**src/rtl/ysyx_220053_div_ctrl_pkg.sv**
```systemverilog
// Shared divider types: FSM state, latched op bundle,
// default widths and special-case result constants.
package ysyx_220053_div_ctrl_pkg;

    localparam int XLEN_D = 64;
    localparam int WLEN_D = 32;

    typedef enum logic [1:0] {
        S_IDLE = 2'd0,
        S_CALC = 2'd1,
        S_DONE = 2'd2
    } div_state_t;

    typedef struct packed {
        logic word;
        logic rem;
        logic neg_q;
        logic neg_r;
    } div_op_t;

    localparam logic [XLEN_D-1:0] DIV0_QUOT = '1;
    localparam logic [XLEN_D-1:0] OVF_REM   = '0;

endpackage

```
**src/rtl/ysyx_220053_div_ctrl_step.sv**
```systemverilog
// One restoring shift-subtract step of the divider.
// Relies on rem < div so the shifted remainder fits XLEN+1 bits.
module ysyx_220053_div_ctrl_step #(
    parameter int XLEN = 64
) (
    input  logic [XLEN-1:0] rem,
    input  logic [XLEN-1:0] quo,
    input  logic [XLEN-1:0] div,
    output logic [XLEN-1:0] rem_nxt,
    output logic [XLEN-1:0] quo_nxt
);

    logic [XLEN:0] part;
    logic [XLEN:0] diff;

    assign part    = {rem, quo[XLEN-1]};
    assign diff    = part - {1'b0, div};
    assign rem_nxt = diff[XLEN] ? part[XLEN-1:0] : diff[XLEN-1:0];
    assign quo_nxt = {quo[XLEN-2:0], ~diff[XLEN]};

endmodule

```
**src/rtl/ysyx_220053_div_ctrl.sv**
```systemverilog
// Iterative restoring divider controller for div/divu/rem/remu
// and their word forms; one quotient bit per cycle.
module ysyx_220053_div_ctrl
    import ysyx_220053_div_ctrl_pkg::*;
#(
    parameter int XLEN = XLEN_D,
    parameter int WLEN = WLEN_D
) (
    input  logic            clk,
    input  logic            rst,
    input  logic            in_valid,
    output logic            in_ready,
    input  logic [XLEN-1:0] dividend,
    input  logic [XLEN-1:0] divisor,
    input  logic            op_signed,
    input  logic            op_word,
    input  logic            op_rem,
    input  logic            flush,
    output logic            out_valid,
    input  logic            out_ready,
    output logic [XLEN-1:0] result,
    output logic            busy
);

    localparam int CW = $clog2(XLEN) + 1;
    localparam int HW = XLEN - WLEN;
    localparam logic [CW-1:0] XSTEPS = CW'(XLEN);
    localparam logic [CW-1:0] WSTEPS = CW'(WLEN);
    localparam logic [CW-1:0] LAST   = CW'(1);

    div_state_t      state;
    div_op_t         op_q;
    logic [CW-1:0]   cnt;
    logic [XLEN-1:0] rem_q;
    logic [XLEN-1:0] quo_q;
    logic [XLEN-1:0] div_q;
    logic [XLEN-1:0] rem_nxt;
    logic [XLEN-1:0] quo_nxt;

    logic [XLEN-1:0] a_sx;
    logic [XLEN-1:0] a_ext;
    logic [XLEN-1:0] b_ext;
    logic [XLEN-1:0] a_abs;
    logic [XLEN-1:0] b_abs;
    logic [XLEN-1:0] q_init;
    logic            a_neg;
    logic            b_neg;
    logic            b_zero;
    logic            ovf;

    logic [XLEN-1:0] sel;
    logic [XLEN-1:0] fixed;
    logic [XLEN-1:0] res_fin;
    logic            neg;

    assign in_ready = (state == S_IDLE);
    assign busy     = (state != S_IDLE);

    // Operands brought to the operating width; word dividends sit
    // in the top half so they shift out first.
    always_comb begin
        a_sx   = op_word ? {{HW{dividend[WLEN-1]}}, dividend[WLEN-1:0]}
                         : dividend;
        a_ext  = (op_word && !op_signed)
                 ? {{HW{1'b0}}, dividend[WLEN-1:0]} : a_sx;
        b_ext  = !op_word ? divisor
               : op_signed ? {{HW{divisor[WLEN-1]}}, divisor[WLEN-1:0]}
                           : {{HW{1'b0}}, divisor[WLEN-1:0]};
        a_neg  = op_signed & a_ext[XLEN-1];
        b_neg  = op_signed & b_ext[XLEN-1];
        a_abs  = a_neg ? -a_ext : a_ext;
        b_abs  = b_neg ? -b_ext : b_ext;
        q_init = op_word ? {a_abs[WLEN-1:0], {HW{1'b0}}} : a_abs;
        b_zero = (b_ext == '0);
        ovf    = op_signed && (b_ext == '1) && a_ext[XLEN-1]
                 && (op_word ? (a_ext[WLEN-2:0] == '0)
                             : (a_ext[XLEN-2:0] == '0));
    end

    always_comb begin
        sel     = op_q.rem ? rem_nxt : quo_nxt;
        neg     = op_q.rem ? op_q.neg_r : op_q.neg_q;
        fixed   = neg ? -sel : sel;
        res_fin = op_q.word ? {{HW{fixed[WLEN-1]}}, fixed[WLEN-1:0]}
                            : fixed;
    end

    ysyx_220053_div_ctrl_step #(
        .XLEN(XLEN)
    ) u_step (
        .rem    (rem_q),
        .quo    (quo_q),
        .div    (div_q),
        .rem_nxt(rem_nxt),
        .quo_nxt(quo_nxt)
    );

    always_ff @(posedge clk) begin
        if (!rst) begin
            state     <= S_IDLE;
            op_q      <= '0;
            cnt       <= '0;
            rem_q     <= '0;
            quo_q     <= '0;
            div_q     <= '0;
            out_valid <= 1'b0;
            result    <= '0;
        end else if (flush) begin
            state     <= S_IDLE;
            cnt       <= '0;
            out_valid <= 1'b0;
        end else begin
            unique case (state)
                S_IDLE: if (in_valid) begin
                    op_q <= '{word:  op_word,
                              rem:   op_rem,
                              neg_q: a_neg ^ b_neg,
                              neg_r: a_neg};
                    unique case (1'b1)
                        b_zero: begin
                            state     <= S_DONE;
                            out_valid <= 1'b1;
                            result    <= op_rem ? a_sx : DIV0_QUOT;
                        end
                        ovf: begin
                            state     <= S_DONE;
                            out_valid <= 1'b1;
                            result    <= op_rem ? OVF_REM : a_sx;
                        end
                        default: begin
                            state <= S_CALC;
                            rem_q <= '0;
                            quo_q <= q_init;
                            div_q <= b_abs;
                            cnt   <= op_word ? WSTEPS : XSTEPS;
                        end
                    endcase
                end
                S_CALC: begin
                    rem_q <= rem_nxt;
                    quo_q <= quo_nxt;
                    cnt   <= cnt - LAST;
                    if (cnt == LAST) begin
                        state     <= S_DONE;
                        out_valid <= 1'b1;
                        result    <= res_fin;
                    end
                end
                S_DONE: if (out_ready) begin
                    state     <= S_IDLE;
                    out_valid <= 1'b0;
                end
                default: state <= S_IDLE;
            endcase
        end
    end

endmodule

```
**config.mk**
```make
export PLATFORM = sky130hd
export DESIGN_NAME = ysyx_220053_div_ctrl
export DESIGN_NICKNAME = d
export VERILOG_FILES = /design/src/rtl/ysyx_220053_div_ctrl_pkg.sv /design/src/rtl/ysyx_220053_div_ctrl_step.sv /design/src/rtl/ysyx_220053_div_ctrl.sv
export SDC_FILE = /design/constraint.sdc
export NUM_CORES = 1
export LEC_CHECK = 0
export CAP_MARGIN = 20
export CORE_ASPECT_RATIO = 0.8
export CORE_MARGIN = 2
export CORE_UTILIZATION = 45
export CTS_CLUSTER_DIAMETER = 80
export DETAILED_ROUTE_END_ITERATION = 12
export PLACE_DENSITY = 0.68
export SLEW_MARGIN = 20
export SYNTH_ARGS = -nofsm -noshare
export SYNTH_HDL_FRONTEND = slang
export SYNTH_HIERARCHICAL = 1
export SYNTH_SLANG_ARGS = --single-unit
export TNS_END_PERCENT = 50
```
**constraint.sdc**
```tcl
create_clock -name clk -period 5.1 [get_ports clk]
set_input_delay 0.51 -clock clk [delete_from_list [all_inputs] [get_ports clk]]
set_output_delay 0.51 -clock clk [all_outputs]
set_load 0.02 [all_outputs]
```
==> key figures <==
Run status
  • Status: finished with violations
  • Failing checks: negative setup slack

Setup path
  • Critical-path top delay cell: or3b_2
  • Instance count on the critical path: 25
  • CP peak stage delay: roughly 480 ps
  • Worst setup SP type: flip-flop
  • Crit-path max FO: 8
  • Critical path class: reg2reg
  • CP Buf/Inv Count: 5
  • R2R depth: 25
  • Most used cell, CP: a21oi_4
  • WP data arrival: 6010 ps
  • Crit. End Element: flip-flop
  • Crit-path leading delay family: compound AO/OA/AOI/OAI gates
  • Worst Path Required: 5560 ps

Global route
  • Total GRT Usage: a little over a third
  • Largest net degree at the start of global routing: roughly 130
  • Gr ovfl total: 0
  • First-pass GRT wire length: roughly 150000 µm
  • Vias in the first global route: 25534
  • Initial antenna violation count: 2

STA
  • Final critical-path required period: approximately 5600 ps
  • Slew Limit Headroom: about 29%
  • Slew Limit Fails: 0
  • Worst Skew: 32.38 ps
  • Count of final hold-check violations: 0
  • RSZ-0062 raised after global routing: true
  • Endpoints failing setup: between 40 and 50
  • F_max: around 180 MHz
  • Final worst-path cycle share: 108.9%
  • Slew @ Worst Pin: 1063 ps
  • Final WS setup: -454.7 ps

Floorplanning
  • Die Area: 0.05537 mm²
  • Io pins: 203
  • Initial Util: between 40 and 50%
  • Die W: 262.6 µm
  • Core Region: roughly 0.053 mm²
  • Die Span Y: roughly 210 µm
  • Row Count: 75

Route
  • Iteration-0 DRC Markers: 3030
  • Via density: 6.257
  • Post-DRT Antenna Nets: 0
  • Drt total wl: 101000 µm
  • Via count: roughly 27000
  • DRC errors left: 0
  • Pre-antenna DRT Iters: 6
  • Avg WL per Cell: 23.33 µm

Final layout
  • Fill cells: 4846
  • Final nets: approximately 3800
  • Fin cells: approximately 4300
  • Final Util: between 50% and 60%
  • Sequential Area: 0.005410 mm²
  • Area delta synth->final: 27.95%
  • Area taken by multi-input logic gates: 0.01748 mm²
  • Share of cells above drive strength 1: 20.73%

Synthesis
  • Synth Area per Inst: 7.448 µm²
  • Post-synthesis async set-or-reset flop share: 0%
  • Yosys warning count: 6
  • Mapped Nets: roughly 3400
  • Synthesized flop and latch total: 270
  • Post-Synthesis Cell Area: ~0.024 mm²
  • Post-synthesis cell type count: ~110
  • Area leader, netlist: dfxtp_1
  • Sequential fraction of the synthesis area: 22.45%
  • Number of flops mapped to enable cells by yosys: 0
  • Synth Flop Type: dfxtp_1
  • Post-synth top area share: 22.45%
  • Area contributors post-synth: dfxtp_1, a21oi_1, o21ai_0
  • Synth Instances: 3232

Power
  • P per Cell Area: 216.2 mW/mm²
  • Lkg Pwr: 11.70 nW
  • VDD IR-drop max: approximately 0.00025 V

Placed design
  • Gpl congestion: between 1 and 1.5
  • Placed cell count: 4242
  • HPWL Detailed: around 77000 µm
  • Port buffer count: between 200 and 250
  • Place WS: -451.0 ps

Run
  • Max cap viols: 0

Min path
  • Hold Crit Depth: 2
  • Hold crit path type: in2reg

CTS
  • Clk sink count: 270
  • CTS tree: done
  • H-tree depth: 1
  • Worst skew pair latency: 610 ps
  • CTS root buf: clkbuf_16
  • CTS Buffer Depth: 3
  • Reg clk slew, reported paths: 60 ps
  • Clock buffer count from CTS: 30
[layer usage]
layer  vias to the layer above  part of all wire (%)  GRT usage, %
li1                      12593                     -             -
met1                     13093                    43         46.68
met2                      1229                    45         55.95
met3                       157                   9.5         8.405
met4                         4                   3.0         9.374
met5                         -                  0.17         2.005
[kinds of logic after synthesis]
logic type / synth area share, %
compound gates: 26.44
xor+xnor: 7.999
fa+ha+maj: 3.722
buf+inv: 8.363
flops: 22.45
mux: 6.918
simple gates: 24.11
[cell usage after synthesis, drive strengths merged, types with 57 or more instances]
cell type	number
clkbuf	161
nand2	278
xor2	97
a21oi	246
inv	101
dfxtp	270
xnor2	122
o21ai	293
nand3	197
mux2	70
ha	70
mux2i	70
buf	137
nor2	257
nor4	57
nor3	108
a31oi	71
[repair_timing]
action | CTS | global route
pin swaps | 59 | 58
setup buffers | 14 | 12
gates cloned | 0 | 3
endpoints found under the hold margin | 0 | 0
resized for setup | 77 | 83
setup endpoints to repair | 51 | 59
hold buffers | 0 | 0
[flip-flops by register name, summed over array words and instances (netlist names)]
register and count:
quo_q 64, div_q 64, cnt 7, out_valid 1, op_q 4, result 64
state 2, rem_q 64
[cells in the final DEF, fill, tap and decap left out, drive strengths merged, types with 18 or more instances in the layout]
cell / n
nand3: 197
buf: 440
a311oi: 31
nor2b: 38
nand2b: 22
and3: 26
a221oi: 25
nor4: 57
mux2i: 70
or4: 21
a31oi: 71
o21bai: 18
o21ai: 293
nand2: 278
a21oi: 246
nand4: 43
nor3: 108
ha: 70
mux2: 70
xor2: 97
o31ai: 43
clkdlybuf4s50: 200
xnor2: 122
inv: 101
or3: 32
a211oi: 52
clkbuf: 41
a21o: 28
dfxtp: 270
nor2: 257
[power by group]
group	internal, W	switching, W	total (W)
Clock	0.00127	0.00102	0.00229
Sequential	0.00218	0.0000918	0.00227
Combinational	0.000857	0.00124	0.00210
Total	0.00431	0.00235	0.00666
[stage by stage]
| step | TNS [ps] | cell area (µm²) | hold slack [ps] | power (W) |
|---|---|---|---|---|
| detailed placement | -14580 | 28730 | 447.4 | 0.004227 |
| CTS | -8237 | 30170 | 384.9 | 0.006557 |
| global route | -21110 | 30800 | 414.4 | 0.006911 |
| floorplan | -1243 | 24140 | 431.9 | 0.003428 |
| finish | -13720 | 30800 | 402.6 | 0.006660 |
| global placement | -8766 | 28730 | 445.2 | 0.004212 |
[worst register-to-register path: stages, from the launching register on]
cell and delay [ps]:
dfxtp_2 340, inv_2 50, ha_4 160, fa_2 410, nor2b_4 160, o2111ai_4 130
a21boi_2 230, a21oi_4 90, o21bai_4 190, a221oi_4 120, o31ai_4 260, a31oi_4 160
xnor2_4 200, buf_12 170, buf_4 240, mux2_4 330, or3b_2 480, o2bb2a_1 330
and2_1 240, a21oi_4 80, xnor2_2 220, nor3_2 80, a211oi_2 270, buf_6 200
clkbuf_16 180, a31oi_1 70
[worst paths after layout]
| check | from | endpoint | slack (ps) |
|---|---|---|---|
| max | quo_q[63]$_SDFFE_PN0P_ | result[47]$_SDFFE_PN0P_ | -450 |
| min | rst | result[14]$_SDFFE_PN0P_ | 400 |
| max reg2reg | quo_q[63]$_SDFFE_PN0P_ | result[47]$_SDFFE_PN0P_ | -450 |
| min reg2reg | div_q[42]$_SDFFE_PN0P_ | div_q[42]$_SDFFE_PN0P_ | 460 |
[final cells by class]
class	instances	share of cell area, %
Clock inverter	17	0.5525
Timing Repair Buffer	642	18.32
Multi-Input combinational cell	2562	56.74
Inverter	102	1.251
Tap cell	693	2.815
Sequential cell	270	17.57
Clock buffer	39	2.742
Antenna cell	2	0.01625
Note: power is estimated with default switching activity, not from simulation.
